### src/rtl/vid_timing_gen.sv
// vid_timing_gen: raster timing and line-fetch sequencer.
// Generates hcnt/vcnt, registered sync/blank decodes, pixel strobes and one
// start-address request per displayed line for the bus-master fetch stage.
module vid_timing_gen #(
  parameter int CW = 13,
  parameter int AW = 32
) (
  input  logic          i_clk,
  input  logic          i_reset,
  input  logic          i_en,
  input  logic [5:0]    i_pcnt,
  input  logic [CW-1:0] i_hsize,
  input  logic [CW-1:0] i_hend,
  input  logic [CW-1:0] i_hs_start,
  input  logic [CW-1:0] i_hs_end,
  input  logic [CW-1:0] i_vsize,
  input  logic [CW-1:0] i_vend,
  input  logic [CW-1:0] i_vs_start,
  input  logic [CW-1:0] i_vs_end,
  input  logic [AW-1:0] i_base_address,
  input  logic [AW-1:0] i_lineinc,
  input  logic          i_fetch_ack,
  output logic [CW-1:0] o_hcnt,
  output logic [CW-1:0] o_vcnt,
  output logic          o_hsync,
  output logic          o_hblank,
  output logic          o_vsync,
  output logic          o_vblank,
  output logic          o_pix_stb,
  output logic          o_frame_start,
  output logic          o_fetch_req,
  output logic [AW-1:0] o_fetch_addr,
  output logic          o_fetch_ovf
);

  typedef enum logic {
    ST_IDLE = 1'b0,
    ST_RUN  = 1'b1
  } state_t;

  state_t r_state;
  state_t w_nextState;

  // Configuration captured on the IDLE->RUN transition
  logic [5:0]    r_pcnt;
  logic [CW-1:0] r_hsize, r_hend, r_hsStart, r_hsEnd;
  logic [CW-1:0] r_vsize, r_vend, r_vsStart, r_vsEnd;
  logic [AW-1:0] r_base, r_lineinc;

  // Raster state and registered outputs
  logic [5:0]    r_dcnt;
  logic [CW-1:0] r_hcnt, r_vcnt;
  logic          r_hsync, r_hblank, r_vsync, r_vblank;
  logic          r_pixStb, r_frameStart;
  logic          r_fetchReq, r_fetchOvf;
  logic [AW-1:0] r_fetchAddr;

  // Combinational helpers
  logic          w_enter, w_stay, w_adv, w_hWrap;
  logic          w_trig, w_trigValid;
  logic [CW-1:0] w_nextH, w_nextV, w_nl;
  logic [CW-1:0] w_cfgHsize, w_cfgHsStart, w_cfgHsEnd;
  logic [CW-1:0] w_cfgVsize, w_cfgVsStart, w_cfgVsEnd;
  logic [AW-1:0] w_cfgBase, w_cfgLineinc, w_fetchAddr;
  logic          w_hblankN, w_vblankN, w_hsyncN, w_vsyncN;

  // Next-state logic: enable starts a run, dropping enable ends it
  always_comb begin
    w_nextState = r_state;
    case (r_state)
      ST_IDLE: if (i_en)  w_nextState = ST_RUN;
      ST_RUN:  if (!i_en) w_nextState = ST_IDLE;
      default: w_nextState = ST_IDLE;
    endcase
  end

  // In IDLE the live inputs describe the run about to start; in RUN only the latched copy counts
  always_comb begin
    w_cfgHsize   = r_hsize;
    w_cfgHsStart = r_hsStart;
    w_cfgHsEnd   = r_hsEnd;
    w_cfgVsize   = r_vsize;
    w_cfgVsStart = r_vsStart;
    w_cfgVsEnd   = r_vsEnd;
    w_cfgBase    = r_base;
    w_cfgLineinc = r_lineinc;
    if (r_state == ST_IDLE) begin
      w_cfgHsize   = i_hsize;
      w_cfgHsStart = i_hs_start;
      w_cfgHsEnd   = i_hs_end;
      w_cfgVsize   = i_vsize;
      w_cfgVsStart = i_vs_start;
      w_cfgVsEnd   = i_vs_end;
      w_cfgBase    = i_base_address;
      w_cfgLineinc = i_lineinc;
    end
  end

  // Counter advance, next raster position, decodes and fetch trigger for the coming edge
  always_comb begin
    w_enter = (r_state == ST_IDLE) && i_en;
    w_stay  = (r_state == ST_RUN) && i_en;
    w_adv   = w_stay && (r_dcnt == r_pcnt);
    w_hWrap = w_adv && (r_hcnt == r_hend);

    w_nextH = r_hcnt;
    w_nextV = r_vcnt;
    if (w_enter) begin
      w_nextH = '0;
      w_nextV = '0;
    end else if (w_adv) begin
      w_nextH = w_hWrap ? '0 : r_hcnt + CW'(1);
      if (w_hWrap) begin
        w_nextV = (r_vcnt == r_vend) ? '0 : r_vcnt + CW'(1);
      end
    end

    w_hblankN = (w_nextH >= w_cfgHsize);
    w_vblankN = (w_nextV >= w_cfgVsize);
    w_hsyncN  = (w_nextH >= w_cfgHsStart) && (w_nextH < w_cfgHsEnd);
    w_vsyncN  = (w_nextV >= w_cfgVsStart) && (w_nextV < w_cfgVsEnd);

    w_trig = w_enter || (w_adv && (w_nextH == r_hsize));
    if (w_enter) begin
      w_nl = '0;
    end else begin
      w_nl = (w_nextV == r_vend) ? '0 : w_nextV + CW'(1);
    end
    w_trigValid = w_trig && (w_nl < w_cfgVsize);
    w_fetchAddr = w_cfgBase + (AW'(w_nl) * w_cfgLineinc);
  end

  // State register
  always_ff @(posedge i_clk) begin
    if (!i_reset) r_state <= ST_IDLE;
    else          r_state <= w_nextState;
  end

  // Capture the timing/address configuration for the whole run
  always_ff @(posedge i_clk) begin
    if (!i_reset) begin
      r_pcnt    <= '0;
      r_hsize   <= '0;
      r_hend    <= '0;
      r_hsStart <= '0;
      r_hsEnd   <= '0;
      r_vsize   <= '0;
      r_vend    <= '0;
      r_vsStart <= '0;
      r_vsEnd   <= '0;
      r_base    <= '0;
      r_lineinc <= '0;
    end else if (w_enter) begin
      r_pcnt    <= i_pcnt;
      r_hsize   <= i_hsize;
      r_hend    <= i_hend;
      r_hsStart <= i_hs_start;
      r_hsEnd   <= i_hs_end;
      r_vsize   <= i_vsize;
      r_vend    <= i_vend;
      r_vsStart <= i_vs_start;
      r_vsEnd   <= i_vs_end;
      r_base    <= i_base_address;
      r_lineinc <= i_lineinc;
    end
  end

  // Divider, raster counters, strobes and decodes; everything is zero outside a run
  always_ff @(posedge i_clk) begin
    if (!i_reset || !(w_enter || w_stay)) begin
      r_dcnt       <= '0;
      r_hcnt       <= '0;
      r_vcnt       <= '0;
      r_hsync      <= 1'b0;
      r_hblank     <= 1'b0;
      r_vsync      <= 1'b0;
      r_vblank     <= 1'b0;
      r_pixStb     <= 1'b0;
      r_frameStart <= 1'b0;
    end else begin
      r_dcnt       <= (w_enter || w_adv) ? 6'd0 : r_dcnt + 6'd1;
      r_hcnt       <= w_nextH;
      r_vcnt       <= w_nextV;
      r_hsync      <= w_hsyncN;
      r_hblank     <= w_hblankN;
      r_vsync      <= w_vsyncN;
      r_vblank     <= w_vblankN;
      r_pixStb     <= w_adv;
      r_frameStart <= w_enter || (w_adv && (w_nextH == '0) && (w_nextV == '0));
    end
  end

  // Fetch request handshake: hold until acked, chain back-to-back on ack+trigger, flag lost triggers
  always_ff @(posedge i_clk) begin
    if (!i_reset || !(w_enter || w_stay)) begin
      r_fetchReq  <= 1'b0;
      r_fetchAddr <= '0;
      r_fetchOvf  <= 1'b0;
    end else if (w_enter) begin
      r_fetchReq  <= w_trigValid;
      r_fetchAddr <= w_trigValid ? w_fetchAddr : '0;
      r_fetchOvf  <= 1'b0;
    end else if (w_trigValid) begin
      if (!r_fetchReq || i_fetch_ack) begin
        r_fetchReq  <= 1'b1;
        r_fetchAddr <= w_fetchAddr;
      end else begin
        r_fetchOvf <= 1'b1;
      end
    end else if (r_fetchReq && i_fetch_ack) begin
      r_fetchReq <= 1'b0;
    end
  end

  assign o_hcnt        = r_hcnt;
  assign o_vcnt        = r_vcnt;
  assign o_hsync       = r_hsync;
  assign o_hblank      = r_hblank;
  assign o_vsync       = r_vsync;
  assign o_vblank      = r_vblank;
  assign o_pix_stb     = r_pixStb;
  assign o_frame_start = r_frameStart;
  assign o_fetch_req   = r_fetchReq;
  assign o_fetch_addr  = r_fetchAddr;
  assign o_fetch_ovf   = r_fetchOvf;

endmodule

### config.mk
export PLATFORM = sky130hd
export DESIGN_NAME = vid_timing_gen
export DESIGN_NICKNAME = d
export VERILOG_FILES = /design/src/rtl/vid_timing_gen.sv
export SDC_FILE = /design/constraint.sdc
export NUM_CORES = 2
export LEC_CHECK = 0
export CAP_MARGIN = 20
export CORE_MARGIN = 3
export CORE_UTILIZATION = 25
export DETAILED_ROUTE_END_ITERATION = 8
export PLACE_DENSITY = 0.48
export SYNTH_ARGS = -nofsm -noshare
export SYNTH_HDL_FRONTEND = slang
export SYNTH_SLANG_ARGS = --single-unit
### constraint.sdc
create_clock -name i_clk -period 27 [get_ports i_clk]
set_input_delay 5.4 -clock i_clk [delete_from_list [all_inputs] [get_ports i_clk]]
set_output_delay 5.4 -clock i_clk [all_outputs]
set_load 0.03 [all_outputs]
Yosys cells after proc, flatten, opt, wreduce, memory -nomap -nowiden
Index checks and enable logic that the tools add are counted.

word-level totals
  bits of input ports = 178
  register bits after elaboration = 247
  output and inout bits = 66
  word-level logic and storage cells = 101

operators by class
  bitwise logic cells = 2
  add/subtract/negate cells = 5
  multiply operators = 1
  reductions and logical operators = 30
  eq/ne operators = 6
  multiplexer cells = 26
  magnitude comparators = 7

operators by type and width
  cell                     count
  $mux W13                 15
  $mux W32                 6
  $eq A13 B13 Y1           4
  $ge A13 B13 Y1           4
  $add A13 B1 Y13 const B  3
  $lt A13 B13 Y1           3
  $add A32 B32 Y32         1
  $mul A13 B32 Y32         1
  $logic_not A13 Y1        2
  $logic_and A1 B1 Y1      11
  $add A6 B1 Y6 const B    1
  $eq A6 B6 Y1             1
  $logic_or A1 B1 Y1       6
  $reduce_and A2 Y1        3
  $mux W1                  5
  $reduce_bool A2 Y1       2
  $reduce_or A2 Y1         2
  $logic_not A1 Y1         3
  $ne A3 B2 Y1 const B     1
  $reduce_bool A3 Y1       1
  $not A1 Y1               2

Depth between registers and ports, before layout
  word-level depth = 14
  gate-level depth with buffers = 43
  mapped depth without buffers = 39

Least setup slack after synthesis
OpenSTA, ideal clock, no wires.

  kind = input -> register
  start point = input i_en
  end point = register r_fetchAddr[30] (netlist: o_fetch_addr[30])
  library setup time = 70 ps
  arrival = 13949 ps
  cell stages on the path = 35
  required time = 26930 ps
  path buffers = 0
  path slack = 12980 ps
  cells stage by stage = nand2_1 > or4_1 > or2_4 > nor3_4 > mux2i_1 > nor2_1 > ha_1 > nand3_1 > o22ai_1 > nand4b_4 > nor4_2 > xnor2_1 > nor2_1 > nand2_1 > fa_1 > inv_1 > fa_1 > fa_1 > fa_1 > fa_1 > inv_1 > fa_1 > inv_1 > ha_1 > a21o_1 > a211oi_1 > nand4b_1 > o221ai_1 > o211ai_1 > a31oi_1 > o21ai_0 > a221oi_1 > xnor2_1 > nand3_1 > a21oi_1

on the way
  longest elaborated chain between the ends = 14
  elaborated cells between the ends (all ways) = 31
  those cells by class = 2 x add/sub; 1 x mul; 1 x order compare; 2 x eq/ne; 12 x mux; 13 x reduce/logical

ends and longest elaborated chain
  item                                               line  source
  start: declaration                                 10    input logic i_en,
  $logic_and A1 B1 Y1                                102   w_stay = (r_state == ST_RUN) && i_en;
  $logic_and A1 B1 Y1                                103   w_adv = w_stay && (r_dcnt == r_pcnt);
  $logic_and A1 B1 Y1                                104   w_hWrap = w_adv && (r_hcnt == r_hend);
  $mux W13                                           113   if (w_hWrap) begin
  $mux W13                                           111   end else if (w_adv) begin
  $mux W13 (*)                                       108   if (w_enter) begin
  via w_nextV[0]                                     61    logic [CW-1:0] w_nextH, w_nextV, w_nl;
  $add A13 B1 Y13 or $eq A13 B13 Y1 (tied branches)  127   w_nl = (w_nextV == r_vend) ? '0 : w_nextV + CW'(1);
  $mux W13 (*)                                       127
  $mux W13 (*)                                       124   if (w_enter) begin
  $mul A13 B32 Y32                                   130   w_fetchAddr = w_cfgBase + (AW'(w_nl) * w_cfgLineinc);
  $add A32 B32 Y32                                   130
  $mux W32                                           204   if (!r_fetchReq || i_fetch_ack) begin
  $mux W32                                           203   end else if (w_trigValid) begin
  $mux W32                                           199   end else if (w_enter) begin
  end signal: assignment                             201   r_fetchAddr <= w_trigValid ? w_fetchAddr : '0;
  end signal: assignment                             206   r_fetchAddr <= w_fetchAddr;
  end: declaration                                   56    logic [AW-1:0] r_fetchAddr;

Mark *: on every way through the listed nets, which the timed path passes. The rest lies on a longest branch. The select of a mux whose other input is x is not followed.
A chain may end at the register's enable or synchronous reset.

Worst setup path in the final report
Same ends and word-level chain as after synthesis.

==> results.toml <==
[place]
placed_cells = 4413
hpwlAfterDp_um = 69200
placed_cell_area_mm2 = 0.0288
pre_cts_ws_ps = 10390
place_congestion = 0.885
io_buffers = 243

[sta]
min_period_over_period_pct = 59.7
fin_crit_ps = 16110
relSlewSlack_pct = 27.8
worst_pin_slew_ps = 1080
rsz0062_at_grt = "false"
hold_slack_ps = 463
skew_ps = 48.6
layout_setup_ws_ps = 10890
hold_viol = 0
slew_viol_final = 0
setup_tns_ps = 0
fmax_ghz = 0.0621
report.final.setup_viol = 0

[routing]
post-route-drc-count = 0
initialDrtViolationCount = 1488
vias = 21100
wire_per_inst_um = 20.0
via_per_inst = 4.71
dr.pass1.iters = 8
ant_nets = 0
wl_um = 89700

[worst_setup_path]
crit_buf_inv = 7
crit_path_end_kind = "flop"
r2r_setup_slack_ps = 15130
cp-start-kind = "input port"
crit_cells = 35
cp.required_ps = 27500
max_stage_delay_ps = 800
cp_max_fo = 65
crit_top_cell = "fa_1"
worstPathArrival_ps = 16610
worst_r2r_path_depth = 34
path_class = "input port to flop"
cp_slowest_cell = "nand2b_1"
crit_family = "adder cells"

[floorplan]
io_pins = 244
dieArea_mm2 = 0.104
fp.dieW_um = 322
core_mm2 = 0.0989
start_util_pct = 25.3
dieHeight_um = 322
rows = 115

[clock_tree]
cts_tree = "yes"
clock_path_buffers = 3
ctsHtreeMaxLevel = 2
postCtsHoldBufs = 0
post_cts_resized = 0
cts_buffers = 36
cts_setup_buffers = 0
clk_pin_slew_ps = 60
clk_latency_ps = 600
clockRootBuffer = "clkbuf_16"
clock-sinks = 247

[synthesis]
syn-num-nets = 3603
syn_inst = 2991
ys_types = 76
syn_area_mm2 = 0.0250
yosysSeqAreaShare_pct = 19.8
ys.flop_type = "dfxtp_1"
synthAdderAreaFrac_pct = 30.2
ys_async_sr_fraction_pct = 0
muxShareOfSynthArea_pct = 7.03
synth_edf_count = 0
synth_seq_cells = 247
synthSimpleGateAreaFrac_pct = 19.2
synth_xor_area_share_pct = 4.04
synth_top_family_by_area = "adder cells"
avgSynthCellArea_um2 = 8.36
yosysWarnings = 0
synth_compound_area_share_pct = 12.2

[final_layout]
post-route-util_pct = 30.4
synthToLayoutAreaGrowth_pct = 20.0
layout-drive-gt1-share_pct = 5.26
final_area_mm2 = 0.0300
fin_nets = 3776
nFillCells = 10500
instances_no_fill = 4482

[power_and_ir_drop]
power_mw = 1.15
p_leak_nw = 12.8
vdd_ir_drop_max_mv = 0.0409
internal_power_mw = 0.764
p_sw_mw = 0.386
power_density_mw_per_mm2 = 38.3
pwr-share-clk_pct = 41.7
swShare_pct = 33.6
p_comb_share_pct = 23.8
power_frac_seq_pct = 34.4

[run]
cap_violations = 0

[global_route]
track_usage_pct = 17.2
overflow = 0
antenna_found_initial = 7
grt_max_degree = 89
grt_pass1_wl_um = 136000
grt_pass1_vias = 21100

[outcome]
outcome = "finished, final reports clean"

[hold_path]
hold_depth = 2
hold_class = "flop to flop"
==> worst reg2reg max path, delay by kind of cell, from the launching register on <==
family | cells | cell delay, ps
xor+xnor | 2 | 290
compound gates | 11 | 3040
buf+inv | 6 | 1530
simple gates | 8 | 2920
flops | 1 | 910
fa+ha+maj | 7 | 3080
==> power groups by stage <==
stage               clock network, mW  logic [mW]  registers [mW]
floorplan                           0       0.162           0.404
global placement                    0       0.275           0.404
detailed placement                  0       0.274           0.404
CTS                             0.500       0.276           0.396
global route                    0.513       0.303           0.398
finish                          0.480       0.274           0.396
==> cell usage after synthesis (all sizes together), types with 5 or more instances <==
cell	instances	share of area (%)
ha	150	7.5
a211oi	6	0.18
and2	18	0.45
o31ai	6	0.18
nand3	78	1.6
o21a	10	0.30
xnor2	46	1.6
fa	284	23
a31oi	19	0.50
nor3	52	1.1
clkbuf	111	1.7
or4	5	0.15
nand2b	25	0.63
nor4	26	0.70
inv	334	5.0
buf	42	0.83
a21o	32	0.96
a21oi	87	1.7
and3	8	0.20
mux2	37	1.7
a211o	7	0.25
dfxtp	247	20
nor2b	26	0.65
o21ai	48	0.98
or2	7	0.19
and4	8	0.29
nand2	579	8.7
o22ai	6	0.15
a2111oi	8	0.29
a21boi	175	5.3
nand4	26	0.65
nor2	215	3.2
xor2	59	2.1
mux2i	134	5.4
or3	12	0.30
o211ai	11	0.37
==> layout by cell type (no fill, tap or decap), drive strengths merged, types with 87 or more instances in the layout <==
cell,Yosys,layout
ha,150,150
dfxtp,247,247
nand2,579,579
a21boi,175,175
nor2,215,215
fa,284,284
inv,334,336
clkdlybuf4s50,0,242
mux2i,134,134
a21oi,87,87
==> cells by family after synthesis <==
group                      Yosys count
and+or+nand+nor                   1095
muxes                              171
adders and majority gates          434
AOI/OAI and AO/OA                  445
DFF                                247
buffers and inverters              490
xor gates and xnor gates           109
==> per-layer routing <==
layer  global-route usage [%]  vias to the layer above  part of all wire (%)
met5                        0                        -                 0.025
met4                     4.08                        4                   2.1
met3                     3.14                      103                   6.0
met2                     27.1                      602                    45
met1                     24.4                    10300                    47
li1                         -                    10100                     -
==> cell type report <==
type	instances	area, um^2	area share [%]
Antenna cell	3	7.51	0.0250
Multi-Input combinational cell	2254	18200	60.7
Timing Repair Buffer	288	2770	9.22
Tap cell	1287	1610	5.37
Clock inverter	18	210	0.701
Inverter	337	1260	4.22
Clock buffer	48	986	3.29
Sequential cell	247	4950	16.5
==> path summary, 6_finish.rpt <==
path                            to           from
hold reg to reg      r_lineinc[24]  r_lineinc[24]
setup reg to reg  o_fetch_addr[30]        r_state
hold / removal       r_lineinc[24]  r_lineinc[24]
setup / recovery  o_fetch_addr[30]           i_en
No activity file was read; power rests on OpenSTA's default activity.
